===== src/rtl/multicycle_controller_pkg.sv =====
// rtl/multicycle_controller_pkg.sv - shared types and RV32I opcode constants for the multicycle controller
package multicycle_controller_pkg;

  typedef enum logic [2:0] {
    ST_START   = 3'd0,
    ST_FETCH   = 3'd1,
    ST_DECODE  = 3'd2,
    ST_EXECUTE = 3'd3,
    ST_MEM     = 3'd4,
    ST_WB      = 3'd5,
    ST_TRAP    = 3'd6
  } ctrl_state_e;

  typedef enum logic [1:0] {
    PC_PLUS4  = 2'd0,
    PC_BRANCH = 2'd1,
    PC_JAL    = 2'd2,
    PC_JALR   = 2'd3
  } pc_sel_e;

  typedef enum logic [1:0] {
    WB_ALU = 2'd0,
    WB_MEM = 2'd1,
    WB_PC4 = 2'd2,
    WB_IMM = 2'd3
  } wb_sel_e;

  localparam logic [6:0] OP_ALU    = 7'b0110011;
  localparam logic [6:0] OP_ALUI   = 7'b0010011;
  localparam logic [6:0] OP_LOAD   = 7'b0000011;
  localparam logic [6:0] OP_STORE  = 7'b0100011;
  localparam logic [6:0] OP_BRANCH = 7'b1100011;
  localparam logic [6:0] OP_JAL    = 7'b1101111;
  localparam logic [6:0] OP_JALR   = 7'b1100111;
  localparam logic [6:0] OP_LUI    = 7'b0110111;
  localparam logic [6:0] OP_AUIPC  = 7'b0010111;

  function automatic logic is_valid_opcode(input logic [6:0] op);
    return (op == OP_ALU)    || (op == OP_ALUI)  || (op == OP_LOAD)  ||
           (op == OP_STORE)  || (op == OP_BRANCH) || (op == OP_JAL)  ||
           (op == OP_JALR)   || (op == OP_LUI)    || (op == OP_AUIPC);
  endfunction

endpackage


===== src/rtl/retire_counter.sv =====
// rtl/retire_counter.sv - 64-bit enable-driven counter, wraps to zero
module retire_counter (
  input  logic        clk_i,
  input  logic        rst_ni,
  input  logic        en_i,
  output logic [63:0] count_o
);

  logic [63:0] count_q;
  logic [63:0] count_d;

  assign count_d = en_i ? count_q + 64'd1 : count_q;

  always_ff @(posedge clk_i or negedge rst_ni) begin
    if (!rst_ni) begin
      count_q <= 64'd0;
    end else begin
      count_q <= count_d;
    end
  end

  assign count_o = count_q;

endmodule


===== src/rtl/multicycle_controller.sv =====
// rtl/multicycle_controller.sv - RV32I multi-cycle control FSM (fetch/decode/execute/mem/wb)
// Optional retired-instruction counter under MULTICYCLE_RETIRE_CNT_EN.
module multicycle_controller
  import multicycle_controller_pkg::*;
#(
  parameter logic [31:0] RESET_PC = 32'h0000_0000
) (
  input  logic        clk_i,
  input  logic        rst_ni,
  input  logic [31:0] inst_i,
  output logic        imem_req_o,
  input  logic        imem_rvalid_i,
  output logic        dmem_req_o,
  output logic        dmem_we_o,
  input  logic        dmem_rvalid_i,
  input  logic        branch_taken_i,
  output logic [6:0]  opcode_o,
  output logic        ir_we_o,
  output logic        pc_we_o,
  output logic [1:0]  pc_sel_o,
  output logic [31:0] pc_reset_val_o,
  output logic        rf_we_o,
  output logic [1:0]  wb_sel_o,
  output logic        illegal_o,
  output logic [2:0]  state_o
`ifdef MULTICYCLE_RETIRE_CNT_EN
  ,
  output logic [63:0] instret_o
`endif
);

  ctrl_state_e state_q, state_d;
  logic [6:0]  opcode_q;

  logic is_load, is_store, is_branch;
  assign is_load   = (opcode_q == OP_LOAD);
  assign is_store  = (opcode_q == OP_STORE);
  assign is_branch = (opcode_q == OP_BRANCH);

  // Only the opcode field is consumed here; the rest of the word goes to the datapath.
  logic unused_inst;
  assign unused_inst = ^inst_i[31:7];

  always_ff @(posedge clk_i or negedge rst_ni) begin
    if (!rst_ni) begin
      state_q <= ST_START;
    end else begin
      state_q <= state_d;
    end
  end

  always_ff @(posedge clk_i or negedge rst_ni) begin
    if (!rst_ni) begin
      opcode_q <= 7'h00;
    end else if (state_q == ST_FETCH && imem_rvalid_i) begin
      opcode_q <= inst_i[6:0];
    end
  end

  always_comb begin
    state_d = state_q;
    case (state_q)
      ST_START:   state_d = ST_FETCH;
      ST_FETCH:   if (imem_rvalid_i) state_d = ST_DECODE;
      ST_DECODE:  state_d = is_valid_opcode(opcode_q) ? ST_EXECUTE : ST_TRAP;
      ST_EXECUTE: begin
        if (is_branch)                 state_d = ST_FETCH;
        else if (is_load || is_store)  state_d = ST_MEM;
        else                           state_d = ST_WB;
      end
      ST_MEM:     if (dmem_rvalid_i) state_d = is_store ? ST_FETCH : ST_WB;
      ST_WB:      state_d = ST_FETCH;
      ST_TRAP:    state_d = ST_TRAP;
      default:    state_d = ST_START;
    endcase
  end

  always_comb begin
    imem_req_o = 1'b0;
    ir_we_o    = 1'b0;
    dmem_req_o = 1'b0;
    dmem_we_o  = 1'b0;
    pc_we_o    = 1'b0;
    pc_sel_o   = PC_PLUS4;
    rf_we_o    = 1'b0;
    wb_sel_o   = WB_ALU;
    illegal_o  = 1'b0;
    case (state_q)
      ST_FETCH: begin
        imem_req_o = 1'b1;
        ir_we_o    = imem_rvalid_i;
      end
      ST_EXECUTE: begin
        if (is_branch) begin
          pc_we_o  = 1'b1;
          pc_sel_o = branch_taken_i ? PC_BRANCH : PC_PLUS4;
        end
      end
      ST_MEM: begin
        dmem_req_o = 1'b1;
        dmem_we_o  = is_store;
        pc_we_o    = is_store && dmem_rvalid_i;
      end
      ST_WB: begin
        rf_we_o = 1'b1;
        pc_we_o = 1'b1;
        if (is_load)                                          wb_sel_o = WB_MEM;
        else if (opcode_q == OP_JAL || opcode_q == OP_JALR)   wb_sel_o = WB_PC4;
        else if (opcode_q == OP_LUI)                          wb_sel_o = WB_IMM;
        if (opcode_q == OP_JAL)       pc_sel_o = PC_JAL;
        else if (opcode_q == OP_JALR) pc_sel_o = PC_JALR;
      end
      ST_TRAP:  illegal_o = 1'b1;
      default: ;
    endcase
  end

  assign opcode_o       = opcode_q;
  assign state_o        = state_q;
  assign pc_reset_val_o = RESET_PC;

`ifdef MULTICYCLE_RETIRE_CNT_EN
  retire_counter u_retire_counter (
    .clk_i   (clk_i),
    .rst_ni  (rst_ni),
    .en_i    (pc_we_o),
    .count_o (instret_o)
  );
`endif

endmodule


===== config.mk =====
export PLATFORM = sky130hd
export DESIGN_NAME = multicycle_controller
export DESIGN_NICKNAME = d
export VERILOG_FILES = /design/src/rtl/multicycle_controller_pkg.sv /design/src/rtl/retire_counter.sv /design/src/rtl/multicycle_controller.sv
export SDC_FILE = /design/constraint.sdc
export NUM_CORES = 1
export LEC_CHECK = 0
export BUFFER_PORTS_ARGS = -buffer_cell sky130_fd_sc_hd__buf_2
export CAP_MARGIN = 25
export CORE_UTILIZATION = 35
export DETAILED_ROUTE_END_ITERATION = 10
export PLACE_DENSITY = 0.87
export SYNTH_ARGS = -nofsm -noshare
export SYNTH_HDL_FRONTEND = slang
export SYNTH_SLANG_ARGS = --single-unit

===== constraint.sdc =====
create_clock -name clk_i -period 1.9 [get_ports clk_i]
set_clock_uncertainty 0.15 [all_clocks]
set_input_delay 0.095 -clock clk_i [delete_from_list [all_inputs] [get_ports clk_i]]
set_output_delay 0.095 -clock clk_i [all_outputs]
set_load 0.01 [all_outputs]

# Word level (Yosys, flattened, before mapping)
# Cells that the tools add are included.
[op_classes]
n_reduce_logical = 15
muxes = 24
n_eq_ne = 17
[op_table]
columns = ["operator", "count"]
rows = [
  ["7-bit by 6-bit == test with 1-bit output, second input constant", 3],
  ["7-bit == test, second input constant", 3],
  ["3-bit one-hot mux with 6 select lines", 1],
  ["3-bit two-way mux", 5],
  ["7-bit by 5-bit == test with 1-bit output, second input constant", 2],
  ["2-bit two-way mux", 6],
  ["1-bit logical OR", 10],
  ["1-bit two-way mux", 10],
  ["3-bit == test, second input constant", 3],
  ["7-bit by 2-bit == test with 1-bit output, second input constant", 1],
  ["3-bit by 2-bit == test with 1-bit output, second input constant", 2],
  ["2-bit != test, second input constant", 2],
  ["2-bit one-hot mux with 2 select lines", 1],
  ["3-bit by 1-bit == test with 1-bit output, second input constant", 1],
  ["3-bit zero test", 1],
  ["1-bit one-hot mux with 3 select lines", 1],
  ["1-bit logical AND", 2],
  ["2-bit AND reduction", 1],
  ["2-bit OR reduction", 1],
]
[word_totals]
regBits = 10
elab_cells = 58
out_inout_bits = 53
inputBits = 37

# Logic depth before layout (Yosys ltp)
[depth]
word_depth = 11
depth_mapped = 6
ltp_nobuf = 4

# Least setup slack after synthesis
# Ideal clock, no wire load.
[synth_path]
kind = "register to register"
from = "reg state_q[1] (netlist: state_o[1])"
to = "reg opcode_q[4] (netlist: opcode_o[4])"
period_less_slack_ns = 1.782
path_stages_with_launch = 6
required_time_ns = 1.625
path_slack_ns = 0.118
n_path_buf = 2
setup_ns = 0.125
arrival_ns = 1.507
cell_sequence = "dfrtp_1 > buf_2 > nor3b_2 > and2_4 > buf_8 > mux2_2"
[synth_between]
elab_chain_len = 2
[synth_lines]
columns = ["element", "line_no", "text"]
rows = [
  ["from (decl)", "multicycle_controller.sv:32", "ctrl_state_e state_q, state_d;"],
  ["from (signal assigned)", "multicycle_controller.sv:48", "state_q <= state_d;"],
  ["3-bit by 1-bit == test with 1-bit output", "multicycle_controller.sv:55", "end else if (state_q == ST_FETCH && imem_rvalid_i) begin"],
  ["1-bit logical AND", "multicycle_controller.sv:55", ""],
  ["to (signal assigned)", "multicycle_controller.sv:56", "opcode_q <= inst_i[6:0];"],
  ["to (decl)", "multicycle_controller.sv:33", "logic [6:0] opcode_q;"],
]
# Every way passes these cells.
# A chain may end at the register's enable or synchronous reset.

# Final worst setup path
[layout_path]
from = "reg opcode_q[2] (netlist: opcode_o[2])"
to = "out pc_we_o"
[layout_between]
elab_chain_len = 3
word_cells_on_any_way = 5
cone_classes = "2 x eq/ne; 2 x mux; 1 x reduce/logical"
[layout_lines]
columns = ["element", "line_no", "text"]
rows = [
  ["7-bit == test / 7-bit by 6-bit == test with 1-bit output (equally long branches)", "multicycle_controller.sv:38, multicycle_controller.sv:37", ""],
  ["1-bit two-way mux / 1-bit logical AND (equally long branches)", "multicycle_controller.sv:94, multicycle_controller.sv:102", ""],
  ["1-bit one-hot mux with 3 select lines (*)", "multicycle_controller.sv:88", "case (state_q)"],
  ["to (decl)", "multicycle_controller.sv:19", "output logic pc_we_o,"],
]
# Every way passes the cells marked *; elsewhere a longest branch is shown, timed or not.

==> metrics list <==
- The run finished, with violations left.
- Violated checks: design-rule violations
* Number of global-route vias before repair: 641
- Dividing total power by cell area gives a power density of 396 nW/µm².
* Routed wire length per instance: 11.0 µm
- Entering global routing, the biggest net connects 13 pins.
- The initial utilization of the core area, before any placement, comes to 36.7%.
* Vert. Die Dim: 52.7 µm
* Placed cell areas: 955 µm²
- Dominant cell by count in the synthesized netlist: buf_4
* Area of the core region: 2450 µm²
- For this run, asynchronously set or reset flops after synthesis account for 100%.
- Utilization after layout: 46.6%
- Synthesized area per cell: 8.66 µm²
- From synthesis to final layout, the design area changed by 26.9%.
* Number of standard-cell rows in the floorplan: 18
- Counting every sink on the clock net gives 10.
- The synthesized design contains 10 register bits.
* Post-synth top cells: buf_4, dfrtp_1, nor2_1, o21ai_0
- Worst hold margin: 47.2 ps
- Tmin final: 1880 ps
- For this design the static power due to leakage is 0.594 nW.
* Peak clock frequency supported by timing: 0.532 GHz
* Critical path required time: 1650 ps
- Summed over all failing endpoints, the final setup total negative slack is 0 ps.
* Largest cells by area after synthesis: dfrtp_1, buf_4, mux2_2
* Number of max-capacitance violations reported: 0
- Before antenna repair, the detailed router went through 7 iterations.
- After detailed routing, the number of remaining DRC violations is 1.
- Final number of hold-violating endpoints: 0
- During placement, the flow inserted port buffers numbering 32.
- Prior to clock tree synthesis, the placed netlist has a worst setup slack of 258 ps.
- HPWL after DPL: 1.29 mm
- Worst reg-to-reg path cell count: 4
- During I/O placement, the number of pins put on the boundary was 90.
* Share of the synthesized area in the top cell type: 27.8%
* RD Place Congestion: 0.789
* Share of layout cells above drive strength 1: 39.7%
- TritonCTS built the clock tree.
- The number of pins with negative max-slew slack in the final report was 0.
- Maximum net fanout on the critical path: 3
* Global route overflow: 0
- The most used flip-flop cell after synthesis is dfrtp_1.
* Final setup slack of the worst path: 20.8 ps
* Max clock buf depth: 2
- Wires add up to 2.00 mm.
- Clock latency on the worst-skew pair, taken at its later pin, is 260 ps.
- Share of the yosys chip area belonging to registers: 27.8%
* Crit path DAT: 1630 ps
- Most area-hungry cell type in the Yosys netlist: dfrtp_1
- During synthesis, Yosys emitted a total of 0 warnings.
* Worst setup EP type: output port
- Cell depth of the worst min-delay path: 3
* TritonCTS Buffers: 3
- The critical path is of the flop to output port type.
- IR analysis of the VDD net gives a maximum drop of 0.151 mV.
* Total Nets Final: 189
* Worst min path class: primary input to flop
- Startpoint type of the worst setup path: flop
- Cell Area, Synth: 901 µm²
- Detailed-route vias per instance: 4.61
- The floorplan step set the die width to 52.7 µm.
* Number of antenna violations at the first check in global routing: 0
- Library cell used as clock root buffer: clkbuf_4
* Post-synthesis instance total: 104
* Number of distinct library cell variants in the gate-level netlist after synthesis: 33
* CTS clock-pin slew for the worst setup and hold paths: 60 ps
- Global-route wire length before repair: 2.83 mm
- Overall Global Routing Usage: 14.2%
* Number of synthesized flops with an enable pin: 0
- Total number of vias: 834
- In this run the number of H-tree levels came out at 1.
- Antenna Cells: 0
- Setup violations remaining at the end of the flow were counted as 0.
- Area of the die: 2780 µm²
- In this run the remaining antenna-violating nets after routing total 0.
* Final instance area: 1140 µm²
- Of the available clock period, the critical path in the final layout requires 98.9%.
- For this block, the initial DRC count from the detailed router was 12.
-- registers in the layout (all words and copies together), names as in the netlist --
name / count
state_o: 3
opcode_o: 7
-- report_power, final --
group	leakage [nW]	internal (mW)	total [mW]	switching, mW
clock network	0.0210	0.116	0.183	0.0665
logic	0.459	0.0188	0.0577	0.0389
registers	0.115	0.213	0.213	0
-- final timing paths --
kind	start	to	slack, ps
setup / recovery	opcode_o[2]	pc_we_o	20
hold / removal	imem_rvalid_i	state_o[2]	50
setup reg to reg	state_o[1]	opcode_o[1]	200
hold reg to reg	opcode_o[4]	opcode_o[4]	470
max in group asynchronous	rst_ni	opcode_o[2]	1300
min in group asynchronous	rst_ni	opcode_o[5]	90
-- placed cells by master (no fill, tap or decap), drive strengths merged, types with 3 or more instances in the layout --
cell type	instances
buf	38
conb	32
dfrtp	10
dlygate4sd3	8
nor2	7
o21ai	6
a21oi	5
mux2	5
nand2	5
inv	4
clkbuf	4
nand2b	3
-- final cells by class --
class / count / area (µm²)
Clock buffer: 4 / 36.3
Fill cell: 258 / 1310
Inverter: 4 / 15.0
Multi-Input combinational cell: 87 / 513
Sequential cell: 10 / 256
Tap cell: 30 / 37.5
Timing Repair Buffer: 46 / 285
-- cell families after synthesis --
family	count (synthesis)	synth area share, %
compound gates	18	12.9
buf+inv	38	30.6
flops	10	27.8
mux	5	6.25
other cells	1	0.416
simple gates	32	22.1
-- per-layer routing --
layer | share of wire, % | track usage (%) | wire (µm) | vias up
li1 | - | - | - | 392
met1 | 38 | 16.5 | 757 | 383
met2 | 52 | 24.3 | 1030 | 51
met3 | 6.8 | 2.61 | 136 | 8
met4 | 3.8 | 7.89 | 75 | 0
met5 | 0 | 0 | 0 | -
-- what timing repair did --
action	4_1_cts	5_1_grt
resized for setup	2	8
pin swaps	2	3
hold endpoints to repair	17	0
hold buffers	8	0
buffers inserted	2	4
endpoints found under the setup margin	2	3
gates cloned	0	0
-- metrics by stage --
stage / instances / total power, mW
floorplan: 135 / 0.293
global placement: 163 / 0.260
detailed placement: 163 / 0.260
CTS: 177 / 0.460
global route: 181 / 0.481
finish: 181 / 0.453
-- critical path: stages, from the launching register on --
cell and delay (ps):
dfrtp_2 410, and4bb_2 340, nand2_2 90, nor4b_4 250, a221o_1 170, buf_2 120
Power figures use the tool's default switching activity.
